File: config.mk
export PLATFORM = sky130hd
export DESIGN_NAME = matrix_storage_writer
export DESIGN_NICKNAME = d
export VERILOG_FILES = /design/src/rtl/matrix_storage_writer.sv
export SDC_FILE = /design/constraint.sdc
export NUM_CORES = 1
export LEC_CHECK = 0
export CAP_MARGIN = 40
export CORE_ASPECT_RATIO = 2
export CORE_MARGIN = 2
export CORE_UTILIZATION = 54
export CTS_BUF_LIST = sky130_fd_sc_hd__clkbuf_4
export DETAILED_ROUTE_END_ITERATION = 10
export GPL_TIMING_DRIVEN = 0
export PLACE_DENSITY = 0.8
export SETUP_SLACK_MARGIN = 0.05
export SLEW_MARGIN = 15
export SYNTH_ARGS = -nofsm -noshare
export SYNTH_HDL_FRONTEND = slang
export SYNTH_SLANG_ARGS = --single-unit
File: constraint.sdc
create_clock -name clk -period 2.92 [get_ports clk]
set_input_delay 0.584 -clock clk [delete_from_list [all_inputs] [get_ports clk]]
set_output_delay 0.584 -clock clk [all_outputs]
set_load 0.02 [all_outputs]
File: src/rtl/matrix_storage_writer.sv
// Responder for the matrix-storage write interface: header words, then row-major element stream into BRAM.
// Optional feature macro WRITER_CHECKSUM_EN adds a running-XOR checksum written to base+3 after the last element.
module matrix_storage_writer #(
  parameter int SLOT_WORDS = 1152,
  parameter int ADDR_W     = 14,
  parameter int MAX_ROWS   = 32,
  parameter int MAX_COLS   = 32
) (
  input  logic              clk,
  input  logic              rst_n,
  input  logic              write_request,
  output logic              write_ready,
  input  logic [2:0]        matrix_id,
  input  logic [7:0]        actual_rows,
  input  logic [7:0]        actual_cols,
  input  logic [7:0]        matrix_name [0:7],
  input  logic [31:0]       data_in,
  input  logic              data_valid,
  output logic              writer_ready,
  output logic              write_done,
  output logic              error,
  output logic              bram_wr_en,
  output logic [ADDR_W-1:0] bram_wr_addr,
  output logic [31:0]       bram_wr_data
);

  localparam int HDR_WORDS = 4;

`ifdef WRITER_CHECKSUM_EN
  typedef enum logic [2:0] {IDLE, HDR0, HDR1, HDR2, HDR3, STREAM, CKSUM, DONE} state_t;
`else
  typedef enum logic [2:0] {IDLE, HDR0, HDR1, HDR2, HDR3, STREAM, DONE} state_t;
`endif

  state_t state_q, state_d;

  logic [7:0]        rows_q, cols_q;
  logic [7:0]        name_q [0:7];
  logic [ADDR_W-1:0] base_q;
  logic [15:0]       total_q, count_q;
  logic              error_q;
`ifdef WRITER_CHECKSUM_EN
  logic [31:0]       cksum_q;
`endif

  logic accept, bad_dims, stream_fire, last_word;

  assign write_ready  = (state_q == IDLE) || (state_q == DONE);
  assign writer_ready = (state_q == STREAM);
  assign write_done   = (state_q == DONE);
  assign error        = error_q;

  assign accept      = write_request && write_ready;
  assign bad_dims    = (actual_rows == 8'd0) || (actual_cols == 8'd0) ||
                       (int'(actual_rows) > MAX_ROWS) || (int'(actual_cols) > MAX_COLS);
  assign stream_fire = (state_q == STREAM) && data_valid;
  assign last_word   = stream_fire && (count_q == total_q - 16'd1);

  // Slot base and element total are registered products so no multiply sits on the stream path.
  always_ff @(posedge clk or negedge rst_n) begin
    if (!rst_n) begin
      state_q <= IDLE;
      rows_q  <= '0;
      cols_q  <= '0;
      for (int i = 0; i < 8; i++) name_q[i] <= '0;
      base_q  <= '0;
      total_q <= '0;
      count_q <= '0;
      error_q <= 1'b0;
`ifdef WRITER_CHECKSUM_EN
      cksum_q <= '0;
`endif
    end else begin
      state_q <= state_d;
      error_q <= accept && bad_dims;
      if (accept && !bad_dims) begin
        rows_q  <= actual_rows;
        cols_q  <= actual_cols;
        for (int i = 0; i < 8; i++) name_q[i] <= matrix_name[i];
        base_q  <= ADDR_W'(matrix_id) * ADDR_W'(SLOT_WORDS);
        total_q <= 16'(actual_rows) * 16'(actual_cols);
        count_q <= '0;
`ifdef WRITER_CHECKSUM_EN
        cksum_q <= '0;
`endif
      end else if (stream_fire) begin
        count_q <= count_q + 16'd1;
`ifdef WRITER_CHECKSUM_EN
        cksum_q <= cksum_q ^ data_in;
`endif
      end
    end
  end

  always_comb begin
    state_d      = state_q;
    bram_wr_en   = 1'b0;
    bram_wr_addr = '0;
    bram_wr_data = '0;
    case (state_q)
      IDLE, DONE: begin
        if (write_request) state_d = bad_dims ? IDLE : HDR0;
      end
      HDR0: begin
        bram_wr_en   = 1'b1;
        bram_wr_addr = base_q;
        bram_wr_data = {rows_q, cols_q, 16'h0000};
        state_d      = HDR1;
      end
      HDR1: begin
        bram_wr_en   = 1'b1;
        bram_wr_addr = base_q + ADDR_W'(1);
        bram_wr_data = {name_q[0], name_q[1], name_q[2], name_q[3]};
        state_d      = HDR2;
      end
      HDR2: begin
        bram_wr_en   = 1'b1;
        bram_wr_addr = base_q + ADDR_W'(2);
        bram_wr_data = {name_q[4], name_q[5], name_q[6], name_q[7]};
        state_d      = HDR3;
      end
      HDR3: begin
        bram_wr_en   = 1'b1;
        bram_wr_addr = base_q + ADDR_W'(3);
        bram_wr_data = 32'h0;
        state_d      = STREAM;
      end
      STREAM: begin
        if (data_valid) begin
          bram_wr_en   = 1'b1;
          bram_wr_addr = base_q + ADDR_W'(HDR_WORDS) + ADDR_W'(count_q);
          bram_wr_data = data_in;
        end
`ifdef WRITER_CHECKSUM_EN
        if (last_word) state_d = CKSUM;
`else
        if (last_word) state_d = DONE;
`endif
      end
`ifdef WRITER_CHECKSUM_EN
      CKSUM: begin
        bram_wr_en   = 1'b1;
        bram_wr_addr = base_q + ADDR_W'(3);
        bram_wr_data = cksum_q;
        state_d      = DONE;
      end
`endif
      default: state_d = IDLE;
    endcase
  end

endmodule

==> results.md <==
Status:
- The flow ran to the end, but the final reports show violations.
- The final reports fail on setup timing.

Drt:
- The detail-routed net length per standard cell is 17.6 um.
- In this run the remaining antenna-violating nets after routing total 0.
- The detailed router finished its first iteration with about 600 violations.
- The routed layout has around 8300 vias.
- In the routed design, unresolved DRC markers number 0.
- After detailed routing, the number of vias per cell comes to ~5.6.
- The total wire length is around 26000 um.
- The first TritonRoute pass finished after 6 iterations.

Yosys:
- The cell count after synthesis is between 1000 and 1500.
- The number of distinct library cells after synthesis is 54.
- For this run, the register share of the synthesized area comes to roughly 34%.
- The flop and latch count out of synthesis is 119.
- The synthesized netlist occupies a cell area of 8640 sq um.
- When the netlist entered floorplanning its net count stood at approximately 1300.
- In the synthesized netlist the dominant register cell turns out to be sky130_fd_sc_hd__dfrtp_1.
- The fraction of registers with async set or reset after synthesis is between 90% and 100%.
- During synthesis, Yosys emitted a total of 0 warnings.
- The average size of a mapped cell is slightly above 8 sq um.
- The count of flip-flops with a built-in enable after synthesis is 0.

Timing:
- Adding up every negative setup slack in the final design gives -6050 ps.
- The setup slack of the critical path after layout is -875 ps.
- The worst slew margin relative to its limit is roughly half.
- Setup repair after global routing could not meet its margin everywhere.
- The clock period minus final worst setup slack is between 3000 and 4000 ps.
- Setup violations remaining at the end of the flow were counted as 10.
- For this run, the top clock speed supported by timing is ~0.26 GHz.
- The final critical-path share of the clock period is 130%.
- The clock skew is roughly 16 ps.
- For the pin with the worst max-slew slack, the measured transition is 731 ps.
- The number of pins with negative max-slew slack in the final report is 0.
- The number of endpoints with negative hold slack in the final report is 0.

Placed design:
- Once placement finished, the instance area stood at between 10000 and 15000 sq um.
- The count of buffers added on input and output ports is 164.
- The final weighted congestion in routability-driven placement is roughly 0.87.
- The half-perimeter wire length of the detailed placement result is between 15000 and 20000 um.

Finish:
- The synthesis-to-finish area growth is 36.7%.
- The number of nets at the end of the flow is ~1500.
- In the final layout, the share of cells above drive strength 1 is 21.8%.
- The number of inserted filler cells in the final layout is 1120.
- Once layout is done, the placed cells without fillers occupy between 10000 and 15000 sq um.

Die:
- For this configuration, the core starts out at a cell density of a little under three fifths.
- The floorplan step defined a core boundary enclosing roughly 16000 sq um.
- The die area is approximately 17000 sq um.
- The count of boundary I/O pins is between 150 and 200.
- After floorplanning, the core was divided into 65 placement rows.
- The die is between 90 and 100 um wide.
- The vertical extent of the die is ~180 um.

Critical path:
- The launch point of the worst reg-to-reg path is total_q[0].
- The critical path buffer and inverter count is 3.
- The critical path capture point is total_q[15].
- The largest fanout of any net on the critical path is 8.
- The critical path capture point type is a flop.
- The required time at the endpoint of the critical path is approximately 3400 ps.
- In this run the worst setup path begins at actual_cols[4].
- The cell that appears most often on the critical path is sky130_fd_sc_hd__fa_1.
- The endpoint of the worst-slack reg-to-reg timing path is state_q[1].
- The logic depth of the worst register-to-register path is 10.
- The largest delay contributor family on the critical path is adder cells.
- At the worst endpoint, the arrival time is 4280 ps.
- The critical path launch point type is an input pin.
- The critical path crosses 16 cells after its start point.
- Across all register-to-register paths, the minimum setup slack is 160 ps.
- Traced cell by cell, the critical path runs through buf_12, and2_4, fa_1, fa_1, fa_1, inv_1, fa_1, inv_2, ha_4, o21ai_2, nand2b_1, and2_4, and3_4, a211oi_4, a2111o_1, o211ai_1.
- By startpoint and endpoint, the worst setup path is classified as in -> reg.
- On the worst path, the slowest cell contributes a delay of about 550 ps.
- For this design, the slowest cell found on the critical path is sky130_fd_sc_hd__fa_1.

Global routing:
- The number of antenna violations at the first check in global routing is 1.
- The via count of the first global-routing pass was slightly below 9000.
- The largest net degree at the start of global routing is between 80 and 90.
- The total overflow left after global routing is 0.
- Global routing consumed, over all layers together, between 30% and 40% of the routing resources.
- The first global-routing pass estimated around 41000 um of wire.

Power and ir drop:
- Across the VDD grid, the largest voltage drop is 0.310 mV.
- The power per cell area is between 400 and 500 nW/um^2.
- The analysis attributes to cell leakage a power of around 5.8 nW.

CTS:
- TritonCTS built the clock tree.
- The root buffer cell is sky130_fd_sc_hd__clkbuf_4.
- The clock-pin transition on the worst setup and hold timing paths is approximately 120 ps.
- The H-tree depth is 4.
- The clock passes through at most 2 buffers.
- The number of sinks driven by the clock tree is 119.
- At the later pin of the worst-skew pair, clock insertion delay measures between 500 and 600 ps.
- Counting the buffers created by CTS gives 17.

Min path:
- The path class of the lowest-slack min-delay path is in -> reg.
- The instance count along the most critical hold path is 3.

Job:
- Max-cap violations in this run came to 0.
[sequential cells by signal (all words and copies together) (netlist names)]
signal	count
base_q	3
cols_q	8
count_q	16
error	1
name_q	64
rows_q	8
state_q	3
total_q	16
[repair_timing]
action / in CTS / in global routing
hold buffers: 1 / 0
cloned: 0 / 2
pin swaps: 43 / 28
setup buffers: 33 / 12
hold endpoints to repair: 34 / 0
setup endpoints to repair: 150 / 94
resized for setup: 334 / 124
[worst register-to-register path: stages, from the launching register on]
cell and delay, ps:
sky130_fd_sc_hd__dfrtp_2 450, sky130_fd_sc_hd__inv_2 100, sky130_fd_sc_hd__ha_4 180, sky130_fd_sc_hd__or3b_2 490, sky130_fd_sc_hd__or2_4 280, sky130_fd_sc_hd__o211ai_1 180
sky130_fd_sc_hd__o211a_1 180, sky130_fd_sc_hd__o2111ai_2 150, sky130_fd_sc_hd__a2111oi_4 290, sky130_fd_sc_hd__buf_4 200, sky130_fd_sc_hd__mux2i_1 190
[cells in the mapped netlist, types with 7 or more instances]
| cell | number | area share, % |
|---|---|---|
| sky130_fd_sc_hd__o21ai_0 | 48 | 2.8 |
| sky130_fd_sc_hd__fa_1 | 36 | 8.3 |
| sky130_fd_sc_hd__mux2i_1 | 8 | 0.93 |
| sky130_fd_sc_hd__ha_1 | 47 | 6.8 |
| sky130_fd_sc_hd__inv_1 | 73 | 3.2 |
| sky130_fd_sc_hd__a222oi_1 | 16 | 1.9 |
| sky130_fd_sc_hd__nor2_1 | 55 | 2.4 |
| sky130_fd_sc_hd__nor3_1 | 8 | 0.46 |
| sky130_fd_sc_hd__nand2_1 | 328 | 14 |
| sky130_fd_sc_hd__buf_2 | 15 | 0.87 |
| sky130_fd_sc_hd__xor2_1 | 30 | 3.0 |
| sky130_fd_sc_hd__a21oi_1 | 32 | 1.9 |
| sky130_fd_sc_hd__clkbuf_1 | 41 | 1.8 |
| sky130_fd_sc_hd__and3_1 | 7 | 0.51 |
| sky130_fd_sc_hd__dfrtp_1 | 119 | 34 |
| sky130_fd_sc_hd__xnor2_1 | 29 | 2.9 |
| sky130_fd_sc_hd__nand3_1 | 15 | 0.87 |
| sky130_fd_sc_hd__mux2_2 | 12 | 1.6 |
| sky130_fd_sc_hd__and2_1 | 56 | 4.1 |
[layer usage]
metal / up-vias / wire length [um] / track usage [%]
met2: 331 / 14500 / 56.1
met5: - / 0 / 0
li1: 3882 / - / -
met1: 4037 / 9270 / 33.4
met3: 89 / 1420 / 4.93
met4: 0 / 1180 / 15.9
[cell type report]
type | count | area (sq um) | share of cell area [%]
sequential | 119 | 2990 | 25.3
buffer | 56 | 450 | 3.81
inverter | 73 | 274 | 2.32
antenna | 1 | 2.50 | 0.0212
tap | 201 | 251 | 2.13
clock inverter | 13 | 108 | 0.911
clock buffer | 18 | 135 | 1.14
timing repair buffer | 213 | 2010 | 17.0
multi-input combinational | 801 | 5590 | 47.4
[per-stage QoR]
| stage | worst slack, ps | hold WS [ps] | utilization [%] | power (mW) | std cells |
|---|---|---|---|---|---|
| final | -875 | 205 | 75.2 | 5.73 | 1495 |
| after global routing | -1030 | 203 | 75.2 | 6.11 | 1495 |
| after CTS | -796 | 241 | 73.7 | 5.45 | 1481 |
| after detailed placement | -2040 | 458 | 68.6 | 4.13 | 1420 |
| after global placement | -3350 | 452 | 68.4 | 4.05 | 1418 |
| after floorplan | -1280 | 288 | - | 3.56 | 1053 |
[logic make-up after synthesis]
kind of cell,synth area share (%)
and+or+nand+nor,25.8
buffers and inverters,6.08
AOI/OAI and AO/OA,10.0
DFF,34.5
adders and majority gates,15.2
xor gates and xnor gates,5.98
muxes,2.49
[how the worst min path moves through the flow]
| stage | start | to | slack (ps) |
|---|---|---|---|
| after floorplan | rst_n | base_q[10] | 290 |
| after global placement | name_q[22] | name_q[22] | 450 |
| after detailed placement | name_q[17] | name_q[17] | 460 |
| after CTS | actual_rows[4] | rows_q[4] | 240 |
| after global routing | actual_rows[4] | rows_q[4] | 200 |
| final | actual_rows[4] | rows_q[4] | 210 |
[cell usage in the layout (no fill, tap or decap), types with 27 or more instances in the layout]
| cell type | n |
|---|---|
| sky130_fd_sc_hd__ha_1 | 35 |
| sky130_fd_sc_hd__buf_2 | 31 |
| sky130_fd_sc_hd__nor2_1 | 53 |
| sky130_fd_sc_hd__inv_1 | 60 |
| sky130_fd_sc_hd__xnor2_1 | 27 |
| sky130_fd_sc_hd__buf_4 | 53 |
| sky130_fd_sc_hd__fa_1 | 31 |
| sky130_fd_sc_hd__xor2_1 | 29 |
| sky130_fd_sc_hd__dfrtp_1 | 113 |
| sky130_fd_sc_hd__and2_1 | 41 |
| sky130_fd_sc_hd__clkdlybuf4s50_1 | 103 |
| sky130_fd_sc_hd__nand2_1 | 320 |
[report_power, final]
group	switching, mW	internal, mW	leakage, nW
Clock	0.675	0.417	0.113
Sequential	0.196	1.87	1.61
Combinational	1.28	1.30	4.11
Total	2.15	3.59	5.83
Note: power is estimated with default switching activity, not from simulation.
